## config.mk

```make
export PLATFORM = sky130hd
export DESIGN_NAME = branch_offset_pipe
export DESIGN_NICKNAME = d
export VERILOG_FILES = /design/src/rtl/branch_offset_pipe.sv
export SDC_FILE = /design/constraint.sdc
export NUM_CORES = 1
export LEC_CHECK = 0
export CAP_MARGIN = 10
export CORE_MARGIN = 3
export CORE_UTILIZATION = 49
export CTS_CLUSTER_SIZE = 40
export DETAILED_ROUTE_END_ITERATION = 12
export PLACE_DENSITY = 0.84
export SETUP_SLACK_MARGIN = 0.1
export SLEW_MARGIN = 10
export SYNTH_ARGS = -nofsm -noshare
export SYNTH_HDL_FRONTEND = slang
export SYNTH_SLANG_ARGS = --single-unit
export TNS_END_PERCENT = 10
```

## constraint.sdc

```tcl
create_clock -name clk -period 2.75 [get_ports clk]
set_input_delay 0.6875 -clock clk [delete_from_list [all_inputs] [get_ports clk]]
set_output_delay 0.6875 -clock clk [all_outputs]
set_load 0.1 [all_outputs]
```

## src/rtl/branch_offset_pipe.sv

```systemverilog
// -----------------------------------------------------------------------------
// branch_offset_pipe
//
// Two-stage pipelined immediate extender and branch-target generator for the
// MIPS31 core. An IN_W immediate is extended to OUT_W according to a
// per-transaction mode, then added to PC+4. The extended value and the target
// leave through a valid/ready handshake.
//
// Modes (in_mode):
//   2'b00  sign-extend, then shift left by SHIFT
//   2'b01  zero-extend, then shift left by SHIFT
//   2'b10  immediate placed in the upper bits, low bits zero
//   2'b11  sign-extend, no shift
//
// Optional feature macro: BRANCH_OVF_CHECK_EN
//   defined   : out_ovf flags a target that left the 0..2^OUT_W-1 range
//               (mode 00/11 offset taken as signed, 01/10 as unsigned,
//               wrap of PC+4 included)
//   undefined : out_ovf is tied to 0
//
// Ports:
//   clk         clock, rising edge
//   rst_n       asynchronous reset, active low
//   in_valid    request valid
//   in_ready    request accepted when in_valid && in_ready at a clock edge
//   in_mode     extension mode (see above)
//   in_imm      immediate field, IN_W bits
//   in_pc       PC of the instruction, OUT_W bits
//   out_valid   result valid
//   out_ready   consumer accepts when out_valid && out_ready at a clock edge
//   out_ext     extended/shifted immediate
//   out_target  in_pc + 4 + out_ext, modulo 2^OUT_W
//   out_ovf     target wrap flag (0 when BRANCH_OVF_CHECK_EN is undefined)
// -----------------------------------------------------------------------------
module branch_offset_pipe #(
    parameter int IN_W  = 16,
    parameter int OUT_W = 32,
    parameter int SHIFT = 2
) (
    input  logic               clk,
    input  logic               rst_n,
    input  logic               in_valid,
    output logic               in_ready,
    input  logic [1:0]         in_mode,
    input  logic [IN_W-1:0]    in_imm,
    input  logic [OUT_W-1:0]   in_pc,
    output logic               out_valid,
    input  logic               out_ready,
    output logic [OUT_W-1:0]   out_ext,
    output logic [OUT_W-1:0]   out_target,
    output logic               out_ovf
);

    // Extension is done at full OUT_W width before shifting, so no immediate
    // bits are lost below OUT_W; the shift result is truncated to OUT_W.
    function automatic logic [OUT_W-1:0] extend_imm(input logic [1:0]      mode,
                                                    input logic [IN_W-1:0] imm);
        logic signed [OUT_W-1:0] sext;
        logic        [OUT_W-1:0] zext;
        logic        [OUT_W-1:0] res;
        sext = {{(OUT_W-IN_W){imm[IN_W-1]}}, imm};
        zext = {{(OUT_W-IN_W){1'b0}}, imm};
        case (mode)
            2'b00:   res = OUT_W'(sext) << SHIFT;
            2'b01:   res = zext << SHIFT;
            2'b10:   res = {imm, {(OUT_W-IN_W){1'b0}}};
            default: res = OUT_W'(sext);
        endcase
        return res;
    endfunction

    logic               s1_adv;
    logic               s2_adv;
    logic [OUT_W:0]     pc4_full;

    logic               vld_p1;
    logic [OUT_W-1:0]   ext_p1;
    logic [OUT_W-1:0]   pc4_p1;

    logic               vld_p2;
    logic [OUT_W-1:0]   ext_p2;
    logic [OUT_W-1:0]   tgt_p2;

    // A stage may load when it is empty or its contents move on this edge.
    // in_ready depends only on stage state and out_ready, never on in_valid.
    assign s2_adv   = !vld_p2 || out_ready;
    assign s1_adv   = !vld_p1 || s2_adv;
    assign in_ready = s1_adv;

    // Carry out of PC+4 is kept for the optional overflow flag.
    assign pc4_full = {1'b0, in_pc} + (OUT_W+1)'(4);

    // ---- Stage S1: extend immediate, register with PC+4 ----
    always_ff @(posedge clk or negedge rst_n) begin
        if (!rst_n) begin
            vld_p1 <= 1'b0;
            ext_p1 <= '0;
            pc4_p1 <= '0;
        end else if (s1_adv) begin
            vld_p1 <= in_valid;
            if (in_valid) begin
                ext_p1 <= extend_imm(in_mode, in_imm);
                pc4_p1 <= pc4_full[OUT_W-1:0];
            end
        end
    end

    // ---- Stage S2: target add, register as outputs ----
    always_ff @(posedge clk or negedge rst_n) begin
        if (!rst_n) begin
            vld_p2 <= 1'b0;
            ext_p2 <= '0;
            tgt_p2 <= '0;
        end else if (s2_adv) begin
            vld_p2 <= vld_p1;
            if (vld_p1) begin
                ext_p2 <= ext_p1;
                tgt_p2 <= pc4_p1 + ext_p1;
            end
        end
    end

    assign out_valid  = vld_p2;
    assign out_ext    = ext_p2;
    assign out_target = tgt_p2;

`ifdef BRANCH_OVF_CHECK_EN
    // Mathematical pc+4+offset evaluated two bits wider than OUT_W: any
    // non-zero bit above OUT_W-1 means the true sum was negative or
    // reached 2^OUT_W.
    function automatic logic target_ovf(input logic             pc4_c,
                                        input logic [OUT_W-1:0] pc4,
                                        input logic [OUT_W-1:0] ext,
                                        input logic             ext_signed);
        logic signed [OUT_W+1:0] base_w;
        logic signed [OUT_W+1:0] ext_w;
        logic signed [OUT_W+1:0] sum_w;
        base_w = {1'b0, pc4_c, pc4};
        ext_w  = ext_signed ? {{2{ext[OUT_W-1]}}, ext} : {2'b00, ext};
        sum_w  = base_w + ext_w;
        return (sum_w[OUT_W+1:OUT_W] != 2'b00);
    endfunction

    logic pc4_c_p1;
    logic sgn_p1;
    logic ovf_p2;

    // ---- Stage S1: overflow side information ----
    always_ff @(posedge clk or negedge rst_n) begin
        if (!rst_n) begin
            pc4_c_p1 <= 1'b0;
            sgn_p1   <= 1'b0;
        end else if (s1_adv && in_valid) begin
            pc4_c_p1 <= pc4_full[OUT_W];
            // Modes 00 and 11 carry a signed offset.
            sgn_p1   <= (in_mode[1] == in_mode[0]);
        end
    end

    // ---- Stage S2: overflow flag ----
    always_ff @(posedge clk or negedge rst_n) begin
        if (!rst_n) begin
            ovf_p2 <= 1'b0;
        end else if (s2_adv && vld_p1) begin
            ovf_p2 <= target_ovf(pc4_c_p1, pc4_p1, ext_p1, sgn_p1);
        end
    end

    assign out_ovf = ovf_p2;
`else
    assign out_ovf = 1'b0;
`endif

endmodule

```

-- Word level (Yosys, flattened, before mapping)
Index checks and enable logic that the tools add are counted.
- flip-flop bits (word level): 130
- bits of input ports: 54
- output and inout port bits: 67
- word-level logic and storage cells: 18
- multiplexer cells: 1
- eq/ne operators: 2
- reduce and logical (&&, ||, !) cells: 7
- add/subtract/negate cells: 2
- operators by type and width (kind ; count):
    case mux 32 bit (3 select lines) ; 1
    adder 32 x 3 -> 32 bit, second input constant ; 1
    adder 32 bit ; 1
    AND reduction 2 bit ; 2
    == test 2 x 1 -> 1 bit, second input constant ; 1
    == test 2 bit, second input constant ; 1
    zero test 1 bit ; 2
    zero test 2 bit ; 1
    logical OR 1 bit ; 2

-- Depth between registers and ports, before layout
- depth after elaboration: 4
- mapped depth: 9
- depth with buffers taken out: 9

-- Least setup slack after synthesis
OpenSTA, ideal clock, no wires.
- kind: reg-to-reg
- start point: register vld_p2, in the netlist out_valid
- end point: register pc4_p1[2]
- required time: 2.616 ns
- slack: -0.502 ns
- library setup time: 0.134 ns
- clock period less this slack: 3.252 ns
- path buffers: 2
- arrival time: 3.119 ns
- stages on the path, launching flop included: 6
- path through: dfrtp_1 nand3b_1 nand2_1 clkbuf_1 clkbuf_1 o21ai_0
- longest elaborated chain between the ends: 4
- ends and longest elaborated chain (element ; line ; RTL):
    from (decl) ; 80 ; logic vld_p2;
    from (signal assigned) ; 115 ; vld_p2 <= vld_p1;
    zero test 1 bit ; 86 ; assign s2_adv = !vld_p2 || out_ready;
    logical OR 1 bit ; 86 ;
    logical OR 1 bit ; 87 ; assign s1_adv = !vld_p1 || s2_adv;
    named net in_ready ; 43 ; output logic in_ready,
    AND reduction 2 bit (no source line) ; -- ;
    to (signal assigned) ; 103 ; pc4_p1 <= pc4_full[OUT_W-1:0];
    to (decl) ; 78 ; logic [OUT_W-1:0] pc4_p1;
The timed path passes the listed nets, and every way through them passes these cells.
A chain may end at the register's enable or synchronous reset.

-- Worst setup path in the final report
- start point: register pc4_p1[0]
- end point: register tgt_p2[30], in the netlist out_target[30]
- longest elaborated chain between the ends: 1
- ends and longest elaborated chain (element ; line ; RTL):
    adder 32 bit ; 118 ; tgt_p2 <= pc4_p1 + ext_p1;
    to (signal assigned) ; 118 ;
    to (decl) ; 82 ; logic [OUT_W-1:0] tgt_p2;
No other way between the ends.

==> impl_metrics.tcl <==
set metrics [dict create \
    cts_tree "yes" \
    placed_cells 1142 \
    finalInstanceArea_mm2 0.009374 \
    worst-endpoint-required_ps 3050 \
    first_pass_grt_wire_length_mm 32.24 \
    cellPowerDensity_mw_per_mm2 976.9 \
    grt_start_max_net_pins 131 \
    dr_wl_cell_um 17.02 \
    insertedDiodeCount 0 \
    synth_cells 855 \
    worst-r2r-setup-slack_ps 100 \
    core_mm2 0.01459 \
    vias 6628 \
    drcViolationCount 0 \
    layout.cells.most_common_list "sky130_fd_sc_hd__nand2_1 (223), sky130_fd_sc_hd__dfrtp_1 (129), sky130_fd_sc_hd__o21ai_0 (109), sky130_fd_sc_hd__buf_4 (101), sky130_fd_sc_hd__clkdlybuf4s50_1 (52)" \
    timing.fmax_mhz 376.9 \
    synth_nets 942 \
    syn_avg_cell_area_um2 8.593 \
    synth-edff-count 0 \
    power.ir.vdd_worst_uv 568.9 \
    crit_chain "ha_2 -> fa_2 -> a21oi_2 -> o21ai_2 -> a221oi_4 -> o211ai_2 -> o31a_1 -> a31o_1 -> a221o_1" \
    synth_sequential_area_ratio 0.4428 \
    route.antenna.remaining_nets 0 \
    cts_root_buffer "sky130_fd_sc_hd__clkbuf_16" \
    ys_ff_latch 130 \
    fin_worst_skew_ps 9.812 \
    proportion_of_layout_cells_with_a_drive_suffix_above_1 0.1581 \
    final-instance-count-excl-fill 1177 \
    initialDrtViolationCount 609 \
    critical-path-max-stage-delay_ps 390 \
    grt_setup_unrepaired "yes" \
    worst-path-buf-inv 0 \
    synth-warning-count 0 \
    drt_pre_antenna_iters 5 \
    avgViaCountPerCell 5.631 \
    critical_path.max_fanout 4 \
    run_status "finished, final reports clean" \
    number_of_antenna_violations_at_the_first_check_in_global_routing 0 \
    yosysTopAreaCell "sky130_fd_sc_hd__dfrtp_1" \
    via_count_of_the_first_global_routing_pass 6458 \
    finalSetupViolCount 0 \
    netlist.area_leader.share 0.4428 \
    final_common_cell "sky130_fd_sc_hd__nand2_1" \
    hpwlAfterDp_mm 14.79 \
    slew_headroom 0.5537 \
    layout-area-overhead-vs-synth_pct 27.59 \
    final_min_period_over_clock_period 0.9649 \
    design.die.area_mm2 0.01650 \
    groute.usage.overall 0.2485 \
    final_util 0.6425 \
    cts_buffers 17 \
    yosysUniqueCellTypes 57 \
    max-cap-violations 0 \
    floorplan.die.width_um 128.5 \
    leak_pwr_uw 0.004519 \
    initial_utilization 0.5036 \
    syn_area_mm2 0.007347 \
    drv_slew 0 \
    clock_tree.buffer_depth 2 \
    path_delay_family "compound AO/OA/AOI/OAI gates" \
    synth_top_flop_cell "sky130_fd_sc_hd__dfrtp_1" \
    num_io_pins 121 \
    globalplace.congestion 0.9612 \
    cp-start-kind "flip-flop" \
    timing.setup.critical_path_class "reg -> reg" \
    std_cell_rows 44 \
    cts_htree_levels 4 \
    timing_hold_violations_final 0 \
    total_number_of_clock_tree_sinks 130 \
    portBuffers 119 \
    cts.reportedPaths.clkPinSlew_ps 60 \
    critPathSlowestCell "sky130_fd_sc_hd__dfrtp_1" \
    timing.critical_path.arrival_ps 2960 \
    worst-slew-pin-transition_ps 669.4 \
    place_area_mm2 0.008720 \
    design.final.nets 1067 \
    end_kind "flip-flop" \
    routed_wirelength_mm 20.04 \
    min-delay-path-class "in -> async" \
    post-route-min-period_ps 2653 \
    netlist_top_cells_area "sky130_fd_sc_hd__dfrtp_1 (44%), sky130_fd_sc_hd__nand2_1 (11%), sky130_fd_sc_hd__o21ai_0 (7.4%)" \
    grt.overflow.total 0 \
    die_h_um 128.5 \
    ys_async_sr_fraction 1.000 \
    clock_latency_ps 420 \
]
cell usage after synthesis, types with 11 or more instances:
master	number
sky130_fd_sc_hd__xnor2_1	18
sky130_fd_sc_hd__a21o_1	23
sky130_fd_sc_hd__clkbuf_1	45
sky130_fd_sc_hd__a21oi_1	44
sky130_fd_sc_hd__xor2_1	30
sky130_fd_sc_hd__nand3_1	19
sky130_fd_sc_hd__inv_1	21
sky130_fd_sc_hd__nor2_1	18
sky130_fd_sc_hd__dfrtp_1	130
sky130_fd_sc_hd__o21ai_0	109
sky130_fd_sc_hd__ha_1	32
sky130_fd_sc_hd__nand2_1	225
sky130_fd_sc_hd__a2bb2oi_1	11
sky130_fd_sc_hd__nand4_1	12
area by class of cell:
class / count / area (um^2)
Multi-Input combinational cell: 654 / 3872
Clock inverter: 12 / 130.1
Inverter: 21 / 78.83
Sequential cell: 130 / 3257
Fill cell: 1198 / 5215
Clock buffer: 20 / 466.7
Timing Repair Buffer: 156 / 1339
Tap cell: 184 / 230.2
path summary, 6_finish.rpt:
check / startpoint / end / cells past startpoint
max reg2reg: pc4_p1[0] / out_target[30] / 9
max: pc4_p1[0] / out_target[30] / 9
max in group asynchronous: rst_n / out_valid / 2
min reg2reg: out_ext[26] / out_ext[26] / 2
min in group clk: out_ext[26] / out_ext[26] / 2
min: rst_n / out_ext[1] / 2
power breakdown:
part	total (uW)	switching, uW	internal [uW]
combinational	4290	3220	1070
sequential	2600	283	2320
clock	2270	862	1400
total	9160	4360	4800
metal layers:
layer,global-route usage,up-vias,share of wire
met5,0,-,0
met4,0.09738,0,0.023
met3,0.05147,38,0.056
met2,0.4048,220,0.49
met1,0.3261,3149,0.44
li1,-,3221,-
registers in the layout (all words and copies together) (netlist names):
| name | cells |
|---|---|
| ext_p1 | 32 |
| out_ext | 32 |
| out_target | 32 |
| pc4_p1 | 32 |
| out_valid | 1 |
| vld_p1 | 1 |
metrics by stage:
stage | total power [uW] | hold slack (ps) | TNS (ps) | setup slack [ps]
2_1_floorplan | 5770 | 391.9 | 0 | 99.85
5_1_grt | 9565 | 428.7 | 0 | 18.40
3_5_place_dp | 6858 | 463.9 | -3.453 | -3.453
3_3_place_gp | 6803 | 461.1 | 0 | 15.85
4_1_cts | 9144 | 409.2 | 0 | 53.99
6_report | 9157 | 377.0 | 0 | 96.64
cells by family (layout without fill, tap and decap cells):
group | after synthesis | after routing | share of synthesized area
adders and majority gates | 33 | 33 | 0.05722
xor gates and xnor gates | 48 | 48 | 0.05722
buffers and inverters | 71 | 209 | 0.03695
other | 1 | 1 | 0.0005104
and+or+nand+nor | 317 | 317 | 0.1855
muxes | 4 | 4 | 0.006130
DFF | 130 | 130 | 0.4428
AOI/OAI and AO/OA | 251 | 251 | 0.2137
repair_timing:
item,4_1_cts,5_1_grt
pin swaps,1,10
gates resized for setup,1,4
buffers inserted,0,3
endpoints found under the setup margin,3,15
hold buffers,0,0
No activity file was read; power rests on OpenSTA's default activity.
